## config.mk

```make
export PLATFORM = sky130hd
export DESIGN_NAME = controlador_acceso_parqueo
export DESIGN_NICKNAME = d
export VERILOG_FILES = /design/src/rtl/parqueo_pkg.sv /design/src/rtl/temporizador_compuerta.sv /design/src/rtl/controlador_acceso_parqueo.sv
export SDC_FILE = /design/constraint.sdc
export NUM_CORES = 1
export LEC_CHECK = 0
export CORE_MARGIN = 8
export CORE_UTILIZATION = 40
export CTS_CLUSTER_SIZE = 10
export DETAILED_ROUTE_END_ITERATION = 6
export GPL_TIMING_DRIVEN = 0
export MAX_ROUTING_LAYER = met4
export PLACE_DENSITY = 0.67
export SYNTH_ARGS = -nofsm -noshare
export SYNTH_HDL_FRONTEND = slang
export SYNTH_HIERARCHICAL = 1
export SYNTH_SLANG_ARGS = --single-unit
```

## constraint.sdc

```tcl
create_clock -name clock -period 3.2 [get_ports clock]
set_input_delay 0.48 -clock clock [delete_from_list [all_inputs] [get_ports clock]]
set_output_delay 0.48 -clock clock [all_outputs]
set_load 0.1 [all_outputs]
```

## src/rtl/parqueo_pkg.sv

```systemverilog
// Shared definitions for the parking access gate: state codes, default PIN,
// and the state-to-output decode used by the controller.
package parqueo_pkg;

    typedef enum logic [2:0] {
        ESPERA     = 3'd0,
        PIDE_CLAVE = 3'd1,
        ABIERTA    = 3'd2,
        ALARMA_PIN = 3'd3,
        BLOQUEO    = 3'd4
    } estado_t;

    localparam logic [15:0] CLAVE_POR_DEFECTO = 16'h1234;
    localparam int          ANCHO_CONTADOR    = 4;

    typedef struct packed {
        logic compuerta;
        logic alarma_pin;
        logic alarma_bloqueo;
    } salidas_t;

    localparam salidas_t SALIDAS_REPOSO  = 3'b000;
    localparam salidas_t SALIDAS_ABIERTA = 3'b100;
    localparam salidas_t SALIDAS_PIN     = 3'b010;
    localparam salidas_t SALIDAS_BLOQUEO = 3'b001;

    // Moore decode: each state drives at most one of the three signals.
    function automatic salidas_t decodificar(input estado_t e);
        case (e)
            ABIERTA:    return SALIDAS_ABIERTA;
            ALARMA_PIN: return SALIDAS_PIN;
            BLOQUEO:    return SALIDAS_BLOQUEO;
            default:    return SALIDAS_REPOSO;
        endcase
    endfunction

endpackage

```

## src/rtl/temporizador_compuerta.sv

```systemverilog
// Gate-open timer: counts cycles while enabled and flags the last cycle
// before the gate must auto-close.
module temporizador_compuerta #(
    parameter int TIEMPO_ABIERTA = 1000
) (
    input  logic clock,
    input  logic reset,
    input  logic habilitar,
    input  logic limpiar,
    output logic expirado
);

    localparam int ANCHO = (TIEMPO_ABIERTA > 1) ? $clog2(TIEMPO_ABIERTA) : 1;
    localparam logic [ANCHO-1:0] ULTIMO = ANCHO'(TIEMPO_ABIERTA - 1);

    logic [ANCHO-1:0] cuenta;

    // Count while enabled; sit at zero whenever disabled or cleared.
    // NOTE: sequential state uses non-blocking (<=) so every register samples pre-edge values.
    always_ff @(posedge clock or negedge reset) begin
        if (!reset) begin
            cuenta <= '0;
        end else if (limpiar || !habilitar) begin
            cuenta <= '0;
        end else if (cuenta != ULTIMO) begin
            cuenta <= cuenta + ANCHO'(1);
        end
    end

    assign expirado = habilitar && (cuenta == ULTIMO);

endmodule

```

## src/rtl/controlador_acceso_parqueo.sv

```systemverilog
// Parking access gate controller: Moore FSM sequencing the gate from the
// vehicle sensors and PIN entry, with a wrong-PIN attempt counter and a
// gate-open timeout.
module controlador_acceso_parqueo
    import parqueo_pkg::*;
#(
    parameter logic [15:0] CLAVE_CORRECTA = CLAVE_POR_DEFECTO,
    parameter int          MAX_INTENTOS   = 3,
    parameter int          TIEMPO_ABIERTA = 1000
) (
    input  logic        clock,
    input  logic        reset,
    input  logic        sensor_llegada_vehiculo,
    input  logic        sensor_ingreso_vehiculo,
    input  logic [15:0] clave_ingresada,
    input  logic        clave_lista,
    output logic        senal_compuerta,
    output logic        senal_alarma_pin,
    output logic        senal_alarma_bloqueo,
    output logic [2:0]  estado
);

    localparam logic [ANCHO_CONTADOR-1:0] LIMITE = ANCHO_CONTADOR'(MAX_INTENTOS);

    estado_t                   state, state_next;
    logic [ANCHO_CONTADOR-1:0] intentos, intentos_next, intentos_inc;
    logic                      clave_ok;
    logic                      clave_mala;
    logic                      expirado;
    logic                      limpiar_timer;
    salidas_t                  salidas;

    assign clave_ok     = clave_lista && (clave_ingresada == CLAVE_CORRECTA);
    assign clave_mala   = clave_lista && (clave_ingresada != CLAVE_CORRECTA);
    assign intentos_inc = (intentos == '1) ? intentos : intentos + ANCHO_CONTADOR'(1);

    // Clear the timer on every ABIERTA boundary so it reads zero on entry
    // and stays at zero while the gate is closed.
    assign limpiar_timer = (state == ABIERTA) != (state_next == ABIERTA);

    temporizador_compuerta #(
        .TIEMPO_ABIERTA(TIEMPO_ABIERTA)
    ) u_temporizador (
        .clock    (clock),
        .reset    (reset),
        .habilitar(state == ABIERTA),
        .limpiar  (limpiar_timer),
        .expirado (expirado)
    );

    // State register and attempt counter.
    always_ff @(posedge clock or negedge reset) begin
        if (!reset) begin
            state    <= ESPERA;
            intentos <= '0;
        end else begin
            state    <= state_next;
            intentos <= intentos_next;
        end
    end

    // Next-state and next-counter logic.
    // NOTE: every always_comb output gets a default first so no latch is inferred.
    always_comb begin
        state_next    = state;
        intentos_next = intentos;
        case (state)
            ESPERA: begin
                if (sensor_llegada_vehiculo) state_next = PIDE_CLAVE;
            end
            PIDE_CLAVE: begin
                if (clave_ok) begin
                    state_next    = ABIERTA;
                    intentos_next = '0;
                end else if (clave_mala) begin
                    intentos_next = intentos_inc;
                    if (intentos_inc == LIMITE) state_next = ALARMA_PIN;
                end else if (!sensor_llegada_vehiculo) begin
                    state_next = ESPERA;
                end
            end
            ABIERTA: begin
                if (sensor_llegada_vehiculo && sensor_ingreso_vehiculo) begin
                    state_next = BLOQUEO;
                end else if (sensor_ingreso_vehiculo) begin
                    state_next = ESPERA;
                end else if (expirado) begin
                    state_next = ESPERA;
                end
            end
            ALARMA_PIN: begin
                if (clave_ok) begin
                    state_next    = ABIERTA;
                    intentos_next = '0;
                end
            end
            BLOQUEO: begin
                if (clave_ok) begin
                    state_next    = ESPERA;
                    intentos_next = '0;
                end
            end
            default: state_next = ESPERA;
        endcase
    end

    // Outputs decode the state register only.
    assign salidas              = decodificar(state);
    assign senal_compuerta      = salidas.compuerta;
    assign senal_alarma_pin     = salidas.alarma_pin;
    assign senal_alarma_bloqueo = salidas.alarma_bloqueo;
    assign estado               = state;

endmodule

```

# Yosys cells after proc, flatten, opt, wreduce, memory -nomap -nowiden
# Index checks and enable logic that the tools add are counted.
# totals
output_inout_bits,6
inputBits,21
reg_bits,17
word_cells,49
# op_classes
eq_ne,14
reduce_logical,11
addsub,2
mux,19
# ops
cell,count
3-bit 2-to-1 mux,10
10-bit 2-to-1 mux,2
16-bit by 13-bit equality test with 1-bit output (second input constant),1
4-bit 2-to-1 mux,4
16-bit by 13-bit inequality test with 1-bit output (second input constant),1
3-bit case mux with 5 select lines,1
10-bit by 1-bit adder with 10-bit output (second input constant),1
10-bit equality test (second input constant),1
10-bit inequality test (second input constant),1
3-bit by 2-bit equality test with 1-bit output (second input constant),3
3-bit case mux with 3 select lines,1
4-bit case mux with 2 select lines,1
4-bit by 1-bit adder with 4-bit output (second input constant),1
4-bit by 2-bit equality test with 1-bit output (second input constant),1
4-bit equality test (second input constant),1
1-bit logical AND,4
2-bit nonzero test,2
3-bit by 1-bit equality test with 1-bit output (second input constant),1
3-bit equality test (second input constant),1
3-bit logical NOT,1
3-bit inequality test (second input constant),1
3-bit AND reduction,1
2-bit by 1-bit inequality test with 1-bit output (second input constant),1
2-bit OR reduction,1
3 further kinds,3

# Depth between registers and ports, before layout
# Gate-level depths: netlist (run 1).
# logic_depth
word_depth,11
depth_mapped,9
depth_no_buf,9

# By module
# The synthesis (run 1) kept the hierarchy.
# by_module_without_submodules
mod,seq_area_each_um2,area_each_um2,cells_per_inst,instances
temporizador_compuerta,250.2,570.5,57,1
controlador_acceso_parqueo,175.2,539.3,62,1

# Worst setup path before layout (run 1)
# OpenSTA, ideal clock, no wires.
# synth_path
path_kind,reg2reg
startpoint,register state[1] (netlist: estado[1])
endpoint,register u_temporizador.cuenta[8]
n_path_buf,0
t_arrival_ps,4731
required_time_ps,3090
synth_period_minus_slack_ps,4841
stages_incl_launch_ff,10
path_slack_ps,-1641
setup_time_ps,110
cell_sequence,dfrtp_1 > inv_2 > nor3_1 > and4_1 > or3_1 > a211o_1 > o31ai_2 > nor2b_1 > nand2b_1 > o41ai_1
# synth_between
elab_chain_cells,10
word_cells_on_any_way,23
cone_classes,eq/ne (6); mux (12); reduce/logical (5)
# synth_rtl
element,line_no,rtl
start: declaration,controlador_acceso_parqueo.sv:25,"estado_t state, state_next;"
start signal: assignment,controlador_acceso_parqueo.sv:57,state <= state_next;
3-bit by 2-bit equality test with 1-bit output *,controlador_acceso_parqueo.sv:46,".habilitar(state == ABIERTA),"
1-bit logical AND *,temporizador_compuerta.sv:30,assign expirado = habilitar && (cuenta == ULTIMO);
via expirado,controlador_acceso_parqueo.sv:29,logic expirado;
3-bit 2-to-1 mux *,controlador_acceso_parqueo.sv:87,end else if (expirado) begin
3-bit 2-to-1 mux *,controlador_acceso_parqueo.sv:85,end else if (sensor_ingreso_vehiculo) begin
3-bit 2-to-1 mux *,controlador_acceso_parqueo.sv:83,if (sensor_llegada_vehiculo && sensor_ingreso_vehiculo) begin
3-bit case mux with 5 select lines *,controlador_acceso_parqueo.sv:67,case (state)
3-bit by 2-bit equality test with 1-bit output *,controlador_acceso_parqueo.sv:39,assign limpiar_timer = (state == ABIERTA) != (state_next == ABIERTA);
1-bit inequality test *,controlador_acceso_parqueo.sv:39,
via limpiar_timer,controlador_acceso_parqueo.sv:30,logic limpiar_timer;
1-bit logical OR *,temporizador_compuerta.sv:23,end else if (limpiar || !habilitar) begin
10-bit 2-to-1 mux or 2-bit nonzero test (tied branches),n/a,
end signal: assignment,temporizador_compuerta.sv:26,cuenta <= cuenta + ANCHO'(1);
end: declaration,temporizador_compuerta.sv:16,logic [ANCHO-1:0] cuenta;
# Mark *: on every way through the listed nets, which the timed path passes. The rest lies on a longest branch.
# A chain may end at the register's enable or synchronous reset.

# Worst setup path in the final report (run 1)
# layout_path
startpoint,register state[2] (netlist: estado[2])
endpoint,output port senal_alarma_bloqueo
# layout_between
elab_chain_cells,2
word_cells_on_any_way,4
cone_classes,eq/ne (3); mux (1)
# layout_rtl
element,line_no,rtl
3-bit equality test or 3-bit by 2-bit equality test with 1-bit output (tied branches),parqueo_pkg.sv:29,case (e)
3-bit case mux with 3 select lines *,parqueo_pkg.sv:29,
end: declaration,controlador_acceso_parqueo.sv:19,"output logic senal_alarma_bloqueo,"
# Every way passes the cells marked *; elsewhere a longest branch is shown, timed or not.

==> impl_metrics.xml, run 1 <==
<?xml version="1.0" encoding="UTF-8"?>
<metrics>
  <group name="cells_and_area">
    <metric name="sequential_cell_area" unit="um2">427</metric>
    <metric name="multi_input_comb_area" unit="um2">682</metric>
    <metric name="final_net_count" unit="">173</metric>
    <metric name="design_area" unit="mm2">0.00145</metric>
    <metric name="layout.cells.non_filler" unit="">180</metric>
    <metric name="antenna_cells" unit="">0</metric>
    <metric name="proportion_of_layout_cells_with_a_drive_suffix_above_1" unit="">0.107</metric>
    <metric name="area_growth" unit="%">31.0</metric>
    <metric name="fill_cells" unit="">263</metric>
  </group>
  <group name="power">
    <metric name="pwr_density_cell" unit="mW/mm2">573</metric>
    <metric name="report.power.total" unit="W">0.000834</metric>
    <metric name="cellLeakagePower" unit="nW">0.530</metric>
    <metric name="worst_ir_drop_vdd" unit="uV">359</metric>
  </group>
  <group name="critical_path">
    <metric name="critical_path.startpoint_type" unit="">flop</metric>
    <metric name="crit_path_dat" unit="ns">2.26</metric>
    <metric name="worst_setup_path_start" unit="">estado[2]$_DFF_PN0_</metric>
    <metric name="timing.reg2reg.setup_slack" unit="ns">0.66</metric>
    <metric name="reg2reg_from" unit="">u_temporizador/cuenta[0]$_DFFE_PN0P_</metric>
    <metric name="worstSetupPathType" unit="">reg -&gt; out</metric>
    <metric name="worstPathMaxFanout" unit="">9</metric>
    <metric name="rr_worst_depth" unit="">9</metric>
    <metric name="critical_path_required" unit="ns">2.72</metric>
    <metric name="regToRegEndpoint" unit="">u_temporizador/cuenta[7]$_DFFE_PN0P_</metric>
    <metric name="crit_path_capture_type" unit="">output pin</metric>
  </group>
  <group name="routing">
    <metric name="drcViolationCount" unit="">0</metric>
    <metric name="detailedRoute.firstIterationViolations" unit="">31</metric>
    <metric name="route.vias.total" unit="">1113</metric>
    <metric name="vias_per_cell" unit="">6.18</metric>
    <metric name="routed_wire_length_per_instance" unit="um">16.1</metric>
    <metric name="ant_nets" unit="">0</metric>
    <metric name="drt-pass1-iter-count" unit="">4</metric>
    <metric name="routed_wire_length" unit="mm">2.90</metric>
  </group>
  <group name="timing">
    <metric name="finalHoldViolCount" unit="">0</metric>
    <metric name="grt_setup_unrepaired" unit="">no</metric>
    <metric name="finClkSkew" unit="ns">0.0111</metric>
    <metric name="finalMaxSlewViolations" unit="">0</metric>
    <metric name="slew-limit-headroom" unit="">0.340</metric>
    <metric name="timing.fmax" unit="GHz">0.365</metric>
    <metric name="fin_ws" unit="ns">0.461</metric>
    <metric name="timing.final.crit_period" unit="ns">2.74</metric>
    <metric name="layout_worst_path_cycle_share" unit="">0.856</metric>
    <metric name="max_slew.worst_pin.slew" unit="ns">0.987</metric>
    <metric name="fin_setup_tns" unit="ns">0</metric>
    <metric name="finalSetupViolations" unit="">0</metric>
  </group>
  <group name="yosys">
    <metric name="yosys_warnings" unit="">6</metric>
    <metric name="synth.net_count" unit="">142</metric>
    <metric name="post_synth_inst_count" unit="">119</metric>
    <metric name="synthDistinctLibCells" unit="">46</metric>
    <metric name="synth-edff-count" unit="">0</metric>
    <metric name="synth_top_cells_by_area" unit="">sky130_fd_sc_hd__dfrtp_1 (38%), sky130_fd_sc_hd__nand3_1 (4.1%), sky130_fd_sc_hd__a21oi_1 (3.6%)</metric>
    <metric name="yosys.area.top_type" unit="">sky130_fd_sc_hd__dfrtp_1</metric>
    <metric name="synth.cell_area" unit="mm2">0.00111</metric>
    <metric name="synth_top_flop_cell" unit="">sky130_fd_sc_hd__dfrtp_1</metric>
    <metric name="synth_register_bits" unit="">17</metric>
    <metric name="synthArstFlopShare" unit="">1.00</metric>
    <metric name="average_instance_area_after_synthesis" unit="um2">9.33</metric>
    <metric name="synth_commonest_cells" unit="">sky130_fd_sc_hd__dfrtp_1 (17), sky130_fd_sc_hd__nand3_1 (9), sky130_fd_sc_hd__a21oi_1 (8), sky130_fd_sc_hd__nand2_1 (8), sky130_fd_sc_hd__nor2_1 (7)</metric>
    <metric name="post-synth-top-count-cell" unit="">sky130_fd_sc_hd__dfrtp_1</metric>
    <metric name="yosysTopAreaCellShare" unit="">0.383</metric>
    <metric name="synth_seq_area_share" unit="">0.383</metric>
  </group>
  <group name="floorplanning">
    <metric name="chipHeight" unit="um">68.7</metric>
    <metric name="io_pins" unit="">27</metric>
    <metric name="fp.coreArea" unit="mm2">0.00269</metric>
    <metric name="count_of_standard_cell_rows" unit="">19</metric>
    <metric name="design.die.area" unit="mm2">0.00472</metric>
    <metric name="initial_core_util" unit="">0.413</metric>
    <metric name="die_w" unit="um">68.7</metric>
  </group>
  <group name="min_path">
    <metric name="worst_hold_startpoint" unit="">intentos[1]$_DFFE_PN0P_</metric>
    <metric name="whs_endpoint" unit="">intentos[1]$_DFFE_PN0P_</metric>
    <metric name="hold_path_depth" unit="">2</metric>
    <metric name="path_type_of_the_worst_min_delay_path" unit="">reg -&gt; reg</metric>
  </group>
  <group name="cts">
    <metric name="tritoncts" unit="">yes</metric>
    <metric name="clk_transition_reported_paths" unit="ns">0.11</metric>
    <metric name="clock-sinks" unit="">17</metric>
    <metric name="cts_hold_buffers" unit="">0</metric>
    <metric name="root_buffer" unit="">sky130_fd_sc_hd__clkbuf_4</metric>
    <metric name="clock_tree.buffer_depth" unit="">2</metric>
    <metric name="worstSkewPairLatency" unit="ns">0.29</metric>
    <metric name="post_cts_resized" unit="">0</metric>
    <metric name="clock_tree.htree_level_count" unit="">1</metric>
    <metric name="cts_setup_buffers" unit="">0</metric>
    <metric name="cts_inserted_buffers" unit="">3</metric>
  </group>
  <group name="grt">
    <metric name="globalRouteOverflowTotal" unit="">0</metric>
    <metric name="grt_start_max_net_pins" unit="">18</metric>
    <metric name="grt_pass1_vias" unit="">1096</metric>
    <metric name="grt_first_pass_wirelength" unit="mm">4.89</metric>
    <metric name="antenna_found_initial" unit="">0</metric>
    <metric name="grt_usage" unit="">0.137</metric>
  </group>
  <group name="place">
    <metric name="gp_congestion" unit="">0.837</metric>
    <metric name="place_area" unit="mm2">0.00143</metric>
    <metric name="place.detailed.instances" unit="">176</metric>
    <metric name="port_buffers" unit="">26</metric>
    <metric name="dp.final_hpwl" unit="mm">2.23</metric>
    <metric name="worst_setup_slack_after_placement" unit="ns">0.631</metric>
  </group>
  <group name="status">
    <metric name="outcome" unit="">finished clean</metric>
  </group>
  <group name="flow_run">
    <metric name="max_cap_violations" unit="">0</metric>
  </group>
</metrics>
[critical path, stage by stage (launching register included)]
cell	delay, ns
sky130_fd_sc_hd__dfrtp_1	0.54
sky130_fd_sc_hd__nor3b_2	0.26
sky130_fd_sc_hd__clkdlybuf4s50_1	1.16
[where the power goes]
part / internal [W] / switching, W
Clock: 0.0000465 / 0.0000713
Combinational: 0.000145 / 0.000273
Sequential: 0.000247 / 0.0000511
Total: 0.000438 / 0.000396
[logic make-up (layout without fill, tap and decap cells)]
kind of cell	Yosys count	in the layout	share of synthesized area
fa+ha+maj	2	2	0.0225
buf+inv	5	35	0.0169
compound gates	35	35	0.220
simple gates	58	58	0.342
xor+xnor	2	2	0.0158
flops	17	17	0.383
[through the flow]
step,hold WS [ns],util
2_1_floorplan,0.184,-
3_3_place_gp,0.562,0.531
3_5_place_dp,0.561,0.531
4_1_cts,0.587,0.541
5_1_grt,0.618,0.541
6_report,0.584,0.541
[final cells by class]
cell class	count	share of cell area
plain buffers	1	0.00258
clock buffers	3	0.0155
clock inverters	1	0.00344
inverters	4	0.0103
multi-input cells	97	0.469
flip-flops and latches	17	0.293
well taps	31	0.0267
repair buffers	26	0.179
[worst max path at each step]
| stage | to | cells past startpoint |
|---|---|---|
| finish | senal_alarma_bloqueo | 2 |
| global route | senal_compuerta | 2 |
| CTS | senal_alarma_bloqueo | 2 |
| detailed placement | u_temporizador/cuenta[0]$_DFFE_PN0P_ | 7 |
| global placement | u_temporizador/cuenta[0]$_DFFE_PN0P_ | 7 |
| floorplan | intentos[1]$_DFFE_PN0P_ | 4 |
[flip-flops by register name, indices dropped and copies added (netlist names)]
signal and count:
u_temporizador/cuenta 10, intentos 4, estado 3
[layout by cell type (no fill, tap or decap), types with 2 or more instances in the layout]
cell,netlist,layout
sky130_fd_sc_hd__a211oi_1,3,3
sky130_fd_sc_hd__nor4b_2,2,2
sky130_fd_sc_hd__o31ai_1,2,2
sky130_fd_sc_hd__inv_1,3,3
sky130_fd_sc_hd__nand4_1,3,3
sky130_fd_sc_hd__dfrtp_1,17,16
sky130_fd_sc_hd__and2_1,2,2
sky130_fd_sc_hd__nand2b_1,4,4
sky130_fd_sc_hd__a21oi_1,8,8
sky130_fd_sc_hd__clkdlybuf4s50_1,0,26
sky130_fd_sc_hd__o311ai_0,2,2
sky130_fd_sc_hd__nand3_1,9,9
sky130_fd_sc_hd__nor2_1,7,7
sky130_fd_sc_hd__nand3b_1,2,2
sky130_fd_sc_hd__or3_1,3,3
sky130_fd_sc_hd__and3_1,2,2
sky130_fd_sc_hd__a31oi_1,2,2
sky130_fd_sc_hd__o211ai_1,3,3
sky130_fd_sc_hd__ha_1,2,2
sky130_fd_sc_hd__clkbuf_4,0,3
sky130_fd_sc_hd__o41ai_1,2,2
sky130_fd_sc_hd__nand2_1,8,8
sky130_fd_sc_hd__o21ai_0,6,6
sky130_fd_sc_hd__nor3_1,3,2
[metal layers]
| metal | vias to the layer above | track usage | share of wire |
|---|---|---|---|
| met5 | - | - | 0 |
| met4 | 0 | 0.0358 | 0.0045 |
| met3 | 2 | 0.0404 | 0.042 |
| met2 | 35 | 0.239 | 0.53 |
| met1 | 540 | 0.149 | 0.42 |
| li1 | 536 | - | - |
No activity file was read; power rests on OpenSTA's default activity.
==> run 2, diff against run 1 <==
PLACE_DENSITY = 0.66   (was 0.67)
==> run 2 against run 1 <==
Compared with the run above: setup slack worse by 0.066 ns; fmax is 2.3% lower; via count is 1.8% lower; sequential power hardly changed; wire length is 1.5% higher; first-iteration DRC count is 97% higher; count of clock-buffer cells in the layout stayed put; clock skew is 0.0090 ns lower; power is 0.22% lower.
==> impl_metrics.xml, run 2 (synthesis results as in run 1) <==
<?xml version="1.0" encoding="UTF-8"?>
<metrics>
  <group name="grt">
    <metric name="grt_usage" unit="">0.143</metric>
    <metric name="globalRouteOverflowTotal" unit="">0</metric>
    <metric name="grt_first_pass_wirelength" unit="mm">5.04</metric>
    <metric name="grt_pass1_vias" unit="">1101</metric>
    <metric name="grt_start_max_net_pins" unit="">18</metric>
    <metric name="antenna_found_initial" unit="">0</metric>
  </group>
  <group name="timing">
    <metric name="layout_worst_path_cycle_share" unit="">0.877</metric>
    <metric name="fin_worst_hold_slack" unit="ns">0.595</metric>
    <metric name="finalMaxSlewViolations" unit="">0</metric>
    <metric name="max_slew.worst_pin.slew" unit="ns">0.982</metric>
    <metric name="slew-limit-headroom" unit="">0.343</metric>
    <metric name="timing.final.crit_period" unit="ns">2.81</metric>
    <metric name="finalSetupViolations" unit="">0</metric>
    <metric name="grt_setup_unrepaired" unit="">no</metric>
    <metric name="finClkSkew" unit="ns">0.00213</metric>
    <metric name="fin_setup_tns" unit="ns">0</metric>
    <metric name="timing.fmax" unit="GHz">0.357</metric>
    <metric name="finalHoldViolCount" unit="">0</metric>
  </group>
  <group name="floorplanning">
    <metric name="initial_core_util" unit="">0.413</metric>
    <metric name="io_pins" unit="">27</metric>
    <metric name="design.die.area" unit="mm2">0.00472</metric>
    <metric name="chipHeight" unit="um">68.7</metric>
    <metric name="fp.coreArea" unit="mm2">0.00269</metric>
    <metric name="die_w" unit="um">68.7</metric>
    <metric name="count_of_standard_cell_rows" unit="">19</metric>
  </group>
  <group name="cts">
    <metric name="clk_transition_reported_paths" unit="ns">0.10</metric>
    <metric name="tritoncts" unit="">yes</metric>
    <metric name="worstSkewPairLatency" unit="ns">0.29</metric>
    <metric name="clock_tree.buffer_depth" unit="">2</metric>
    <metric name="root_buffer" unit="">sky130_fd_sc_hd__clkbuf_4</metric>
    <metric name="cts_inserted_buffers" unit="">3</metric>
    <metric name="clock-sinks" unit="">17</metric>
    <metric name="clock_tree.htree_level_count" unit="">1</metric>
    <metric name="cts_setup_buffers" unit="">0</metric>
    <metric name="cts_hold_buffers" unit="">0</metric>
    <metric name="post_cts_resized" unit="">0</metric>
  </group>
  <group name="status">
    <metric name="outcome" unit="">finished clean</metric>
  </group>
  <group name="power">
    <metric name="pwr_density_cell" unit="mW/mm2">572</metric>
    <metric name="worst_ir_drop_vdd" unit="uV">453</metric>
    <metric name="cellLeakagePower" unit="nW">0.530</metric>
  </group>
  <group name="routing">
    <metric name="vias_per_cell" unit="">6.07</metric>
    <metric name="routed_wire_length_per_instance" unit="um">16.4</metric>
    <metric name="drcViolationCount" unit="">0</metric>
    <metric name="drt-pass1-iter-count" unit="">4</metric>
    <metric name="routed_wire_length" unit="mm">2.94</metric>
    <metric name="ant_nets" unit="">0</metric>
    <metric name="route.vias.total" unit="">1093</metric>
    <metric name="detailedRoute.firstIterationViolations" unit="">61</metric>
  </group>
  <group name="cells_and_area">
    <metric name="final_net_count" unit="">173</metric>
    <metric name="most_common_cell_after_layout_fill_and_taps_aside" unit="">sky130_fd_sc_hd__clkdlybuf4s50_1</metric>
    <metric name="largest_register" unit="">u_temporizador/cuenta</metric>
    <metric name="design_area" unit="mm2">0.00145</metric>
    <metric name="largest_register_ff_count" unit="">10</metric>
    <metric name="antenna_cells" unit="">0</metric>
    <metric name="proportion_of_layout_cells_with_a_drive_suffix_above_1" unit="">0.107</metric>
    <metric name="most-common-layout-cells" unit="">sky130_fd_sc_hd__clkdlybuf4s50_1 (26), sky130_fd_sc_hd__dfrtp_1 (16), sky130_fd_sc_hd__nand3_1 (9)</metric>
    <metric name="area_growth" unit="%">31.0</metric>
  </group>
  <group name="critical_path">
    <metric name="critical_path.startpoint_type" unit="">flop</metric>
    <metric name="rr_worst_depth" unit="">9</metric>
    <metric name="regToRegEndpoint" unit="">u_temporizador/cuenta[7]$_DFFE_PN0P_</metric>
    <metric name="crit_path_capture_type" unit="">output pin</metric>
    <metric name="worstPathMaxFanout" unit="">8</metric>
    <metric name="endpoint" unit="">senal_compuerta</metric>
    <metric name="worstSetupPathType" unit="">reg -&gt; out</metric>
    <metric name="crit_path_dat" unit="ns">2.33</metric>
    <metric name="critical_path_required" unit="ns">2.72</metric>
    <metric name="timing.reg2reg.setup_slack" unit="ns">0.69</metric>
    <metric name="reg2reg_from" unit="">u_temporizador/cuenta[0]$_DFFE_PN0P_</metric>
    <metric name="worst_setup_path_start" unit="">estado[0]$_DFF_PN0_</metric>
  </group>
  <group name="place">
    <metric name="gp_congestion" unit="">0.813</metric>
    <metric name="port_buffers" unit="">26</metric>
    <metric name="dp.final_hpwl" unit="mm">2.32</metric>
    <metric name="place_area" unit="mm2">0.00143</metric>
  </group>
  <group name="min_path">
    <metric name="path_type_of_the_worst_min_delay_path" unit="">reg -&gt; reg</metric>
  </group>
  <group name="flow_run">
    <metric name="max_cap_violations" unit="">0</metric>
  </group>
</metrics>
run 2: cell counts in the layout (fill, tap and decap cells not counted):
Identical to the previous run, type by type.
run 2: metal layers:
| layer | vias up | global-route usage | routed length, um |
|---|---|---|---|
| met5 | - | - | 0 |
| met4 | 0 | 0.0307 | 16 |
| met3 | 2 | 0.0436 | 126 |
| met2 | 21 | 0.242 | 1500 |
| met1 | 537 | 0.161 | 1300 |
| li1 | 533 | - | - |
run 2: power breakdown:
part	internal (W)	switching, W	leakage (nW)
combinational	0.000144	0.000271	0.284
clock	0.0000465	0.0000689	0.0177
sequential	0.000247	0.0000547	0.228
run 2: worst min-delay path by stage:
stage	from	endpoint	slack (ns)	depth (start not counted)
after floorplan	reset	estado[0]$_DFF_PN0_	0.18	0
after global placement	u_temporizador/cuenta[9]$_DFFE_PN0P_	u_temporizador/cuenta[9]$_DFFE_PN0P_	0.56	2
after detailed placement	intentos[1]$_DFFE_PN0P_	intentos[1]$_DFFE_PN0P_	0.58	2
after CTS	u_temporizador/cuenta[1]$_DFFE_PN0P_	u_temporizador/cuenta[1]$_DFFE_PN0P_	0.60	2
after global routing	u_temporizador/cuenta[9]$_DFFE_PN0P_	u_temporizador/cuenta[9]$_DFFE_PN0P_	0.64	2
final	u_temporizador/cuenta[1]$_DFFE_PN0P_	u_temporizador/cuenta[1]$_DFFE_PN0P_	0.59	2
run 2: layout make-up:
class,instances,area [um2]
plain buffers,1,3.75
repair buffers,26,260
multi-input cells,97,682
well taps,31,38.8
clock inverters,1,5.00
fillers,267,1230
clock buffers,3,22.5
inverters,4,15.0
flip-flops and latches,17,427
run 2: critical path, cell delays in order, from the launching register on:
cell	delay (ns)
sky130_fd_sc_hd__dfrtp_1	0.51
sky130_fd_sc_hd__nor3_4	0.33
sky130_fd_sc_hd__clkdlybuf4s50_1	1.19
run 2: stage by stage:
step	power, W	std cells	worst slack [ns]	utilization
3_3_place_gp	0.000712	176	0.601	0.531
4_1_cts	0.000838	180	0.384	0.541
2_1_floorplan	0.000600	119	0.134	-
5_1_grt	0.000882	180	0.304	0.541
3_5_place_dp	0.000717	176	0.612	0.531
6_report	0.000832	180	0.395	0.541
==> run 3, diff against run 2 <==
CORE_MARGIN = 2   (was 8)
==> run 3 against run 2 <==
Compared with the run above: via count fell by 0.64%; register-to-register slack about the same; combinational power hardly changed; setup slack better by 0.056 ns; critical path type unchanged; largest power group unchanged.
==> impl_metrics.xml, run 3 (synthesis results as in run 1) <==
<?xml version="1.0" encoding="UTF-8"?>
<metrics>
  <group name="routing">
    <metric name="drcViolationCount" unit="">0</metric>
    <metric name="routed_wire_length_per_instance" unit="um">15.2</metric>
    <metric name="ant_nets" unit="">0</metric>
    <metric name="detailedRoute.firstIterationViolations" unit="">61</metric>
    <metric name="drt-pass1-iter-count" unit="">4</metric>
    <metric name="route.vias.total" unit="">1086</metric>
    <metric name="routed_wire_length" unit="mm">2.74</metric>
    <metric name="vias_per_cell" unit="">6.03</metric>
  </group>
  <group name="power">
    <metric name="pwr_density_cell" unit="mW/mm2">574</metric>
    <metric name="cellLeakagePower" unit="nW">0.527</metric>
    <metric name="worst_ir_drop_vdd" unit="uV">387</metric>
  </group>
  <group name="grt">
    <metric name="grt_first_pass_wirelength" unit="mm">4.82</metric>
    <metric name="grt_usage" unit="">0.201</metric>
    <metric name="grt_pass1_vias" unit="">1089</metric>
    <metric name="antenna_found_initial" unit="">0</metric>
    <metric name="globalRouteOverflowTotal" unit="">0</metric>
    <metric name="grt_start_max_net_pins" unit="">18</metric>
  </group>
  <group name="critical_path">
    <metric name="crit_path_dat" unit="ns">2.27</metric>
    <metric name="critical_path.startpoint_type" unit="">flop</metric>
    <metric name="timing.reg2reg.setup_slack" unit="ns">0.70</metric>
    <metric name="worstSetupPathType" unit="">reg -&gt; out</metric>
    <metric name="worstPathMaxFanout" unit="">9</metric>
    <metric name="crit_path_capture_type" unit="">output pin</metric>
    <metric name="endpoint" unit="">senal_alarma_bloqueo</metric>
    <metric name="reg2reg_from" unit="">u_temporizador/cuenta[0]$_DFFE_PN0P_</metric>
    <metric name="rr_worst_depth" unit="">8</metric>
    <metric name="worst_setup_path_start" unit="">estado[2]$_DFF_PN0_</metric>
    <metric name="critical_path_required" unit="ns">2.72</metric>
    <metric name="regToRegEndpoint" unit="">u_temporizador/cuenta[0]$_DFFE_PN0P_</metric>
  </group>
  <group name="timing">
    <metric name="slew-limit-headroom" unit="">0.348</metric>
    <metric name="fin_setup_tns" unit="ns">0</metric>
    <metric name="layout_worst_path_cycle_share" unit="">0.859</metric>
    <metric name="grt_setup_unrepaired" unit="">no</metric>
    <metric name="timing.final.crit_period" unit="ns">2.75</metric>
    <metric name="finalHoldViolCount" unit="">0</metric>
    <metric name="max_slew.worst_pin.slew" unit="ns">0.975</metric>
    <metric name="finalSetupViolations" unit="">0</metric>
    <metric name="finalMaxSlewViolations" unit="">0</metric>
    <metric name="finClkSkew" unit="ns">0.00200</metric>
    <metric name="timing.fmax" unit="GHz">0.364</metric>
  </group>
  <group name="cells_and_area">
    <metric name="most-common-layout-cells" unit="">sky130_fd_sc_hd__clkdlybuf4s50_1 (26), sky130_fd_sc_hd__dfrtp_1 (16), sky130_fd_sc_hd__nand3_1 (9)</metric>
    <metric name="design_area" unit="mm2">0.00145</metric>
    <metric name="sequential_cell_area" unit="um2">427</metric>
    <metric name="most_common_cell_after_layout_fill_and_taps_aside" unit="">sky130_fd_sc_hd__clkdlybuf4s50_1</metric>
    <metric name="finish.utilization" unit="">0.541</metric>
    <metric name="largest_register" unit="">u_temporizador/cuenta</metric>
    <metric name="final_net_count" unit="">173</metric>
    <metric name="proportion_of_layout_cells_with_a_drive_suffix_above_1" unit="">0.101</metric>
    <metric name="area_growth" unit="%">30.9</metric>
    <metric name="fill_cells" unit="">248</metric>
    <metric name="largest_register_ff_count" unit="">10</metric>
    <metric name="antenna_cells" unit="">0</metric>
    <metric name="multi_input_comb_area" unit="um2">682</metric>
  </group>
  <group name="cts">
    <metric name="cts_setup_buffers" unit="">0</metric>
    <metric name="worstSkewPairLatency" unit="ns">0.30</metric>
    <metric name="root_buffer" unit="">sky130_fd_sc_hd__clkbuf_4</metric>
    <metric name="tritoncts" unit="">yes</metric>
    <metric name="clock_tree.buffer_depth" unit="">2</metric>
    <metric name="cts_inserted_buffers" unit="">3</metric>
    <metric name="clock-sinks" unit="">17</metric>
    <metric name="cts_hold_buffers" unit="">0</metric>
    <metric name="clk_transition_reported_paths" unit="ns">0.10</metric>
    <metric name="clock_tree.htree_level_count" unit="">1</metric>
    <metric name="post_cts_resized" unit="">0</metric>
  </group>
  <group name="floorplanning">
    <metric name="fp.coreArea" unit="mm2">0.00269</metric>
    <metric name="count_of_standard_cell_rows" unit="">19</metric>
    <metric name="design.die.area" unit="mm2">0.00321</metric>
    <metric name="chipHeight" unit="um">56.7</metric>
    <metric name="io_pins" unit="">27</metric>
    <metric name="initial_core_util" unit="">0.413</metric>
    <metric name="die_w" unit="um">56.7</metric>
  </group>
  <group name="min_path">
    <metric name="worst_hold_startpoint" unit="">u_temporizador/cuenta[1]$_DFFE_PN0P_</metric>
    <metric name="path_type_of_the_worst_min_delay_path" unit="">reg -&gt; reg</metric>
  </group>
  <group name="status">
    <metric name="outcome" unit="">finished clean</metric>
  </group>
  <group name="place">
    <metric name="port_buffers" unit="">26</metric>
    <metric name="gp_congestion" unit="">0.841</metric>
    <metric name="dp.final_hpwl" unit="mm">2.15</metric>
    <metric name="place_area" unit="mm2">0.00143</metric>
  </group>
  <group name="flow_run">
    <metric name="max_cap_violations" unit="">0</metric>
  </group>
</metrics>
==> run 3: worst min-delay path by stage <==
stage,end,cells after the start
floorplan,estado[0]$_DFF_PN0_,0
global placement,u_temporizador/cuenta[9]$_DFFE_PN0P_,2
detailed placement,intentos[1]$_DFFE_PN0P_,2
CTS,u_temporizador/cuenta[1]$_DFFE_PN0P_,2
global route,u_temporizador/cuenta[8]$_DFFE_PN0P_,2
finish,u_temporizador/cuenta[1]$_DFFE_PN0P_,2
==> run 3: critical path: stages, from the launching register on <==
cell and delay, ns:
sky130_fd_sc_hd__dfrtp_1 0.55, sky130_fd_sc_hd__nor3b_2 0.25, sky130_fd_sc_hd__clkdlybuf4s50_1 1.16
==> run 3: metrics by stage <==
stage,instances,total power (W),hold WS (ns),setup WS [ns]
floorplan,119,0.000600,0.184,0.134
global placement,176,0.000709,0.557,0.625
detailed placement,176,0.000718,0.565,0.619
CTS,180,0.000845,0.591,0.415
global route,180,0.000890,0.637,0.335
finish,180,0.000834,0.588,0.451
==> run 3: metal layers <==
metal | global-route usage | share of wire
met4 | 0.0918 | 0.0099
met2 | 0.322 | 0.51
met5 | - | 0
met1 | 0.241 | 0.45
met3 | 0.0415 | 0.022
==> run 3: cell type report <==
cell class                      instances  area share
Buffer                                  1     0.00258
Sequential cell                        17       0.294
Multi-Input combinational cell         97       0.469
Inverter                                4      0.0103
Tap cell                               31      0.0267
Timing Repair Buffer                   26       0.179
Clock buffer                            4      0.0181
==> run 3: report_power, final <==
part | internal (W) | switching [W] | total (W) | leakage [nW]
combinational | 0.000144 | 0.000271 | 0.000415 | 0.284
sequential | 0.000247 | 0.0000512 | 0.000298 | 0.228
clock | 0.0000486 | 0.0000725 | 0.000121 | 0.0150
